==> config.mk <==
export PLATFORM = sky130hd
export DESIGN_NAME = ctrl_fir_datapath
export DESIGN_NICKNAME = d
export VERILOG_FILES = /design/src/rtl/ctrl_fir_datapath.sv
export SDC_FILE = /design/constraint.sdc
export NUM_CORES = 1
export LEC_CHECK = 0
export CAP_MARGIN = 20
export CORE_MARGIN = 2
export CORE_UTILIZATION = 63
export CTS_CLUSTER_SIZE = 20
export DETAILED_ROUTE_END_ITERATION = 10
export PLACE_DENSITY_LB_ADDON = 0.05
export SLEW_MARGIN = 20
export SYNTH_ARGS = -nofsm -noshare
export SYNTH_HDL_FRONTEND = slang
export SYNTH_SLANG_ARGS = --single-unit
==> constraint.sdc <==
create_clock -name clk_i -period 6.35 [get_ports clk_i]
set_input_delay 1.905 -clock clk_i [delete_from_list [all_inputs] [get_ports clk_i]]
set_output_delay 1.905 -clock clk_i [all_outputs]
set_load 0.02 [all_outputs]
==> src/rtl/ctrl_fir_datapath.sv <==
// 3-tap signed FIR stage driven by the sequencer's capture/publish strobes.
// A registered product stage sits between capture and publish to fit the two-cycle strobe spacing.
module ctrl_fir_datapath #(
    parameter int W    = 8,
    parameter int CW   = 8,
    parameter int FRAC = 6
) (
    input  logic                 clk_i,
    input  logic                 rst_i,
    input  logic                 en_in_i,
    input  logic                 en_out_i,
    input  logic signed [W-1:0]  din_i,
    input  logic signed [CW-1:0] b0_i,
    input  logic signed [CW-1:0] b1_i,
    input  logic signed [CW-1:0] b2_i,
    output logic signed [W-1:0]  dout_o,
    output logic                 dout_valid_o,
    output logic                 ovf_o,
    output logic                 seq_err_o
);

    localparam int PW = W + CW;
    localparam int SW = PW + 2;

    localparam logic signed [SW-1:0] SUM_MAX = {{(SW-W+1){1'b0}}, {(W-1){1'b1}}};
    localparam logic signed [SW-1:0] SUM_MIN = {{(SW-W+1){1'b1}}, {(W-1){1'b0}}};
    localparam logic signed [W-1:0]  OUT_MAX = {1'b0, {(W-1){1'b1}}};
    localparam logic signed [W-1:0]  OUT_MIN = {1'b1, {(W-1){1'b0}}};

    logic signed [W-1:0]  x0_q, x1_q, x2_q;
    logic signed [PW-1:0] p0_q, p1_q, p2_q;
    logic                 pending_q, prod_rdy_q;
    logic signed [W-1:0]  dout_q;
    logic                 dout_valid_q, ovf_q, seq_err_q;

    logic                 accept_d, reject_d, sat_hit_d;
    logic signed [SW-1:0] sum_d, shr_d;
    logic signed [W-1:0]  dout_d;

    function automatic logic signed [PW-1:0] mul(input logic signed [W-1:0]  x,
                                                  input logic signed [CW-1:0] b);
        logic signed [PW-1:0] xe, be;
        xe = {{CW{x[W-1]}}, x};
        be = {{W{b[CW-1]}}, b};
        return xe * be;
    endfunction

    always_comb begin
        accept_d  = en_out_i & prod_rdy_q & ~en_in_i;
        reject_d  = en_out_i & ~accept_d;
        sum_d     = $signed({{2{p0_q[PW-1]}}, p0_q})
                  + $signed({{2{p1_q[PW-1]}}, p1_q})
                  + $signed({{2{p2_q[PW-1]}}, p2_q});
        shr_d     = sum_d >>> FRAC;
        sat_hit_d = 1'b0;
        dout_d    = shr_d[W-1:0];
        if (shr_d > SUM_MAX) begin
            dout_d    = OUT_MAX;
            sat_hit_d = 1'b1;
        end else if (shr_d < SUM_MIN) begin
            dout_d    = OUT_MIN;
            sat_hit_d = 1'b1;
        end
    end

    always_ff @(posedge clk_i) begin
        if (rst_i) begin
            x0_q         <= '0;
            x1_q         <= '0;
            x2_q         <= '0;
            p0_q         <= '0;
            p1_q         <= '0;
            p2_q         <= '0;
            pending_q    <= 1'b0;
            prod_rdy_q   <= 1'b0;
            dout_q       <= '0;
            dout_valid_q <= 1'b0;
            ovf_q        <= 1'b0;
            seq_err_q    <= 1'b0;
        end else begin
            // Products always track the current history; prod_rdy marks them as fresh.
            p0_q         <= mul(x0_q, b0_i);
            p1_q         <= mul(x1_q, b1_i);
            p2_q         <= mul(x2_q, b2_i);
            prod_rdy_q   <= pending_q & ~en_in_i;
            dout_valid_q <= accept_d;
            if (en_in_i) begin
                x2_q      <= x1_q;
                x1_q      <= x0_q;
                x0_q      <= din_i;
                pending_q <= 1'b1;
            end
            if (accept_d) begin
                dout_q     <= dout_d;
                pending_q  <= 1'b0;
                prod_rdy_q <= 1'b0;
                if (sat_hit_d) ovf_q <= 1'b1;
            end
            if (reject_d) seq_err_q <= 1'b1;
        end
    end

    assign dout_o       = dout_q;
    assign dout_valid_o = dout_valid_q;
    assign ovf_o        = ovf_q;
    assign seq_err_o    = seq_err_q;

endmodule
==> results of run 1 <==
-- metrics by stage --
stage	std cells	power [mW]	TNS [ns]	hold slack (ns)
2_1_floorplan	1196	1.75	0	0.449
3_3_place_gp	1462	2.04	0	0.451
3_5_place_dp	1462	2.06	-0.110	0.464
4_1_cts	1478	2.59	0	0.477
5_1_grt	1478	2.83	0	0.510
6_report	1478	2.58	0	0.476
-- cell families (layout without fill, tap and decap cells) --
logic type	after synthesis	count (layout)	synth area share, %
AOI/OAI and AO/OA	105	105	7.08
xor gates and xnor gates	47	47	3.77
buffers and inverters	288	345	9.96
adders and majority gates	283	283	44.8
muxes	24	24	2.20
DFF	85	85	15.6
and+or+nand+nor	364	364	16.7
-- worst paths after layout --
check	end	slack, ns	cells past startpoint
max	p0_q[14]	0.26	18
min	pending_q	0.48	2
max reg2reg	p0_q[14]	1.83	17
min reg2reg	pending_q	0.48	2
-- area by class of cell --
type | count | area (µm²) | area share, %
multi-input cells | 823 | 8150 | 67.7
clock buffers | 10 | 239 | 1.99
clock inverters | 6 | 53.8 | 0.447
inverters | 257 | 965 | 8.02
well taps | 225 | 282 | 2.34
flip-flops and latches | 85 | 1700 | 14.1
repair buffers | 72 | 648 | 5.39
-- sequential cells by signal (all words and copies together) (netlist names) --
signal        cells
p0_q             16
p1_q             16
p2_q             16
dout_o            8
x0_q              8
x1_q              8
x2_q              8
dout_valid_o      1
ovf_o             1
pending_q         1
prod_rdy_q        1
seq_err_o         1
-- routing by layer --
layer | vias up | GRT usage, %
met5 | - | 0
li1 | 3771 | -
met4 | 0 | 5.09
met1 | 3771 | 36.6
met3 | 23 | 3.11
met2 | 140 | 43.4
-- power breakdown --
part	total (mW)	internal, mW	switching, mW	leakage, nW
logic	1.42	0.607	0.811	5.08
registers	0.648	0.596	0.0522	0.697
clock network	0.514	0.283	0.230	0.142
total	2.58	1.49	1.09	5.92
-- cell usage after synthesis, types with 4 or more instances --
library cell,instances
o211ai_1,6
o21ai_0,21
a21o_1,13
and2_1,108
fa_1,180
nor2b_1,18
xnor2_1,35
a41oi_1,5
ha_1,103
inv_1,257
nor2_1,96
a21oi_1,26
nor3_1,18
xor2_1,12
dfxtp_1,85
a21boi_0,4
nand2_1,90
nand2b_1,10
o21bai_1,4
nand3b_1,5
clkbuf_1,24
mux2i_1,24
a311oi_1,10
buf_1,5
-- worst min-delay path, stage by stage, from the launching register on --
cell,delay (ns)
dfxtp_1,0.31
nor2_1,0.08
nor3_1,0.05
==> impl_metrics.py, run 1 <==
metrics = {
    "yosys": {
        "ys_seq_area_share_pct": 15.6,
        "synth.top_cell.area_share_pct": 33.0,
        "synth_edf_count": 0,
        "yosysWarnings": 0,
        "synth_nets": 1515,
        "syn_area_um2": 10900,
        "synth_cells": 1196,
        "yosys.area.top_type": "fa_1",
        "synth_cell_types": 55,
        "synth_area_leaders": "fa_1 33%, dfxtp_1 16%, ha_1 12%, inv_1 8.8%, and2_1 6.2%",
        "syn_avg_cell_area_um2": 9.14,
        "ys_ff_latch": 85,
        "async_reset_ff_share_pct": 0,
        "synth_top_flop_cell": "dfxtp_1",
    },
    "place": {
        "gp_congestion": 0.834,
        "place_hpwl_mm": 17.7,
        "dp_slack_ns": -0.0369,
        "io_buffers": 46,
        "place_area_um2": 11700,
    },
    "routing": {
        "met3_length_um": 789,
        "ant_nets": 0,
        "vias": 7705,
        "wl_per_cell_um": 14.5,
        "vias_per_cell": 5.21,
        "dr_wl_met2_mm": 10.1,
        "dr.pass1.iters": 5,
        "wl_met1_mm": 10.2,
        "dr.first_iter.drc_count": 287,
        "routed.top_layer": "met4",
        "post-route-drc-count": 0,
        "wl_mm": 21.4,
    },
    "final_layout": {
        "drive_gt1_share_pct": 4.87,
        "design_area_um2": 12000,
        "diodes": 0,
        "fillers": 1391,
        "final_common_cell": "inv_1",
        "final_util_pct": 70.3,
        "layout_common_cells": "257 x inv_1, 180 x fa_1, 108 x and2_1, 103 x ha_1, 96 x nor2_1",
        "layout.nets": 1567,
        "area_growth_pct": 10.1,
    },
    "critical_path": {
        "cp_data_arrival_time_ns": 6.28,
        "crit_type": "primary input to flop",
        "slowest_delay_ns": 0.53,
        "cp-end-kind": "flop",
        "cp_data_required_time_ns": 6.54,
        "cp_num_buf_inv": 5,
        "r2r-start": "x0_q[7]",
        "cpLargestDelayFamily": "adder cells",
        "cp_max_fo": 6,
        "cp_slowest_cell": "clkdlybuf4s50_1",
        "path_cells": "clkdlybuf4s50_1 -> and2_1 -> fa_1 -> inv_1 -> fa_1 -> inv_1 -> fa_1 -> inv_1 -> fa_1 -> inv_1 -> ha_1 -> o21ai_0 -> a21oi_1 -> o21ai_0 -> a21oi_1 -> o211ai_1 -> a21boi_0 -> nor3b_1",
        "start_kind": "primary input",
        "crit_start": "b0_i[2]",
    },
    "clock_tree": {
        "cts_inserted_buffers": 9,
        "cts_tree": "done",
        "root_buffer": "clkbuf_16",
        "cts.path.max_buffers": 2,
        "post_cts_buffers": 0,
        "cts_resized": 0,
        "clock_latency_ns": 0.34,
        "h-tree-depth": 3,
        "clkTransAtPathRegs_ns": 0.07,
        "cts.sinks": 85,
        "postCtsHoldBufs": 0,
    },
    "grt": {
        "grt_max_degree": 86,
        "antenna_found_initial": 0,
        "grt_use_total_pct": 25.9,
        "grt_pass1_vias": 7904,
        "grt.overflow.total": 0,
        "grt_pass1_wl_mm": 37.7,
    },
    "timing": {
        "tightest_slew_ns": 0.867,
        "hold_violations": 0,
        "slew_viol_final": 0,
        "rsz0062_at_grt": "false",
        "skew_ns": 0.00585,
        "period_needed_ns": 6.09,
        "setup_slack_ns": 0.263,
        "maxSlewHeadroom_pct": 42.2,
        "layout_worst_path_cycle_share_pct": 95.9,
        "max_clock_freq_mhz": 164,
        "setup_viol": 0,
    },
    "floorplanning": {
        "die_x_um": 136,
        "rows": 48,
        "start_util_pct": 63.8,
        "die_y_um": 136,
        "io_pins": 47,
        "dieArea_um2": 18400,
        "placeableCoreArea_um2": 17100,
    },
    "power": {
        "pwr_density_cell_nw_per_um2": 214,
        "peakVddDrop_v": 0.000156,
        "p_leak_nw": 5.92,
    },
    "status": {
        "status": "completed",
    },
    "run": {
        "drv_cap": 0,
    },
    "min_path": {
        "hold_path_class": "flop to flop",
        "min-delay-start": "pending_q",
    },
}
Note: power is estimated with default switching activity, not from simulation.
==> run 2: changes to the inputs <==
- CORE_MARGIN: 2 -> default
- CORE_UTILIZATION: 63 -> 65
- SKIP_LAST_GASP: default -> 1
- clock period: 6.35 -> 7.8 ns (I/O delays scaled with it)
==> run 2 against run 1 <==
  * Die area shrank 5.9%
  * Via count down 0.82%
  * Worst hold slack improved by 0.0084 ns
  * Highest routed layer unchanged
  * Setup slack improved by 0.96 ns
  * Cell area down 1.6%
  * Critical path type unchanged
  * Register-to-register slack gained 1.4 ns
  * Non-clock buffer count fell by 25
  * Clock power is 19% lower
==> impl_metrics.py, run 2 (synthesis gave the netlist of run 1 again) <==
metrics = {
    "power": {
        "p_leak_nw": 5.79,
        "peakVddDrop_v": 0.000140,
        "power_mw": 2.08,
        "pwr_density_cell_nw_per_um2": 175,
    },
    "final_layout": {
        "multi_input_area_um2": 8140,
        "drive_gt1_share_pct": 2.93,
        "area_growth_pct": 8.32,
        "register_area_um2": 1700,
        "layout_common_cells": "257 x inv_1, 180 x fa_1, 108 x and2_1, 103 x ha_1, 95 x nor2_1",
        "layout.nets": 1542,
        "largestRegisters": "p0_q x16, p1_q x16, p2_q x16",
        "fillers": 1289,
        "final_common_cell": "inv_1",
        "final_util_pct": 71.6,
    },
    "clock_tree": {
        "h-tree-depth": 3,
        "clock_latency_ns": 0.35,
        "post_cts_buffers": 0,
        "cts_resized": 0,
        "cts.sinks": 85,
        "cts.path.max_buffers": 2,
        "clkTransAtPathRegs_ns": 0.06,
        "cts_tree": "done",
        "root_buffer": "clkbuf_16",
        "postCtsHoldBufs": 0,
        "cts_inserted_buffers": 9,
    },
    "timing": {
        "tightest_slew_ns": 0.901,
        "maxSlewHeadroom_pct": 39.9,
        "slew_viol_final": 0,
        "rsz0062_at_grt": "false",
        "timing.hold.ws_ns": 0.485,
        "max_clock_freq_mhz": 152,
        "tns_ns": 0,
        "layout_worst_path_cycle_share_pct": 84.3,
        "hold_violations": 0,
        "skew_ns": 0.0126,
        "setup_viol": 0,
        "period_needed_ns": 6.58,
    },
    "floorplanning": {
        "die_y_um": 132,
        "rows": 47,
        "start_util_pct": 66.1,
        "io_pins": 47,
        "placeableCoreArea_um2": 16500,
        "dieArea_um2": 17300,
        "die_x_um": 132,
    },
    "min_path": {
        "whs_endpoint": "ovf_o",
        "hold_path_class": "flop to flop",
        "hold_depth": 2,
        "min-delay-start": "ovf_o",
    },
    "routing": {
        "wl_per_cell_um": 14.7,
        "dr.first_iter.drc_count": 328,
        "wl_mm": 21.4,
        "wl_met1_mm": 10.1,
        "routed.top_layer": "met4",
        "vias": 7642,
        "dr_wl_met2_mm": 10.1,
        "vias_per_cell": 5.27,
        "post-route-drc-count": 0,
        "ant_nets": 0,
        "dr.pass1.iters": 4,
        "met3_length_um": 853,
    },
    "grt": {
        "antenna_found_initial": 0,
        "grt.overflow.total": 0,
        "grt_use_total_pct": 27.0,
        "grt_pass1_vias": 7838,
        "grt_pass1_wl_mm": 37.2,
        "grt_max_degree": 86,
    },
    "critical_path": {
        "crit_type": "primary input to flop",
        "start_kind": "primary input",
        "path_cells": "clkdlybuf4s50_1 -> and2_1 -> fa_1 -> inv_1 -> fa_1 -> inv_1 -> fa_1 -> inv_1 -> fa_1 -> inv_1 -> ha_1 -> o21ai_0 -> a21oi_1 -> o21ai_0 -> a21oi_1 -> o211ai_1 -> nand3b_1 -> nor3b_1",
        "cp_max_fo": 8,
        "cp_slowest_cell": "clkdlybuf4s50_1",
        "cp_data_required_time_ns": 7.99,
        "r2r-start": "x1_q[1]",
        "reg2reg_slack_ns": 3.28,
        "cp-end-kind": "flop",
        "reg2reg_depth": 16,
        "slowest_delay_ns": 0.56,
        "cp_data_arrival_time_ns": 6.77,
        "r2r_end": "p1_q[14]",
    },
    "place": {
        "gp_congestion": 0.893,
        "place_hpwl_mm": 17.8,
        "io_buffers": 46,
    },
    "run": {
        "drv_cap": 0,
    },
    "status": {
        "status": "completed",
    },
}
## run 2: power by group
group          leakage (nW)  internal (mW)  switching (mW)  total [mW]
logic                  4.95          0.484           0.653        1.14
clock network         0.139          0.223           0.191       0.414
registers             0.697          0.485          0.0412       0.526
total                  5.79           1.19           0.885        2.08
## run 2: how the worst max path moves through the flow
stage	startpoint	end	slack, ns
2_1_floorplan	b1_i[4]	p1_q[14]	1.76
3_3_place_gp	b2_i[0]	p2_q[14]	1.01
3_5_place_dp	b0_i[2]	p0_q[14]	0.89
4_1_cts	b0_i[2]	p0_q[14]	1.25
5_1_grt	b2_i[0]	p2_q[14]	0.89
6_report	b0_i[2]	p0_q[14]	1.22
## run 2: cell type report
| cell class | instances | share of cell area (%) |
|---|---|---|
| timing repair buffer | 47 | 3.87 |
| clock buffer | 9 | 1.90 |
| tap | 220 | 2.33 |
| sequential | 85 | 14.4 |
| inverter | 257 | 8.15 |
| multi-input combinational | 823 | 68.8 |
| antenna | 2 | 0.0423 |
| clock inverter | 7 | 0.571 |
## run 2: layer usage
layer  vias to the layer above  GRT usage [%]
met1                      3772           38.0
met5                         -              0
li1                       3721              -
met4                         0           6.72
met2                       127           44.7
met3                        22           3.01
## run 2: per-stage QoR
| stage | setup slack (ns) | instance area [µm²] | instances |
|---|---|---|---|
| CTS | 1.25 | 11800 | 1448 |
| floorplan | 1.76 | 10900 | 1196 |
| detailed placement | 0.892 | 11500 | 1432 |
| global route | 0.887 | 11800 | 1448 |
| global placement | 1.01 | 11500 | 1432 |
| finish | 1.22 | 11800 | 1450 |
## run 2: worst max-delay path, delay by kind of cell
kind | cells | cell delay [ns]
fa+ha+maj | 5 | 2.33
simple gates | 3 | 0.49
compound gates | 5 | 0.84
buf+inv | 5 | 0.76
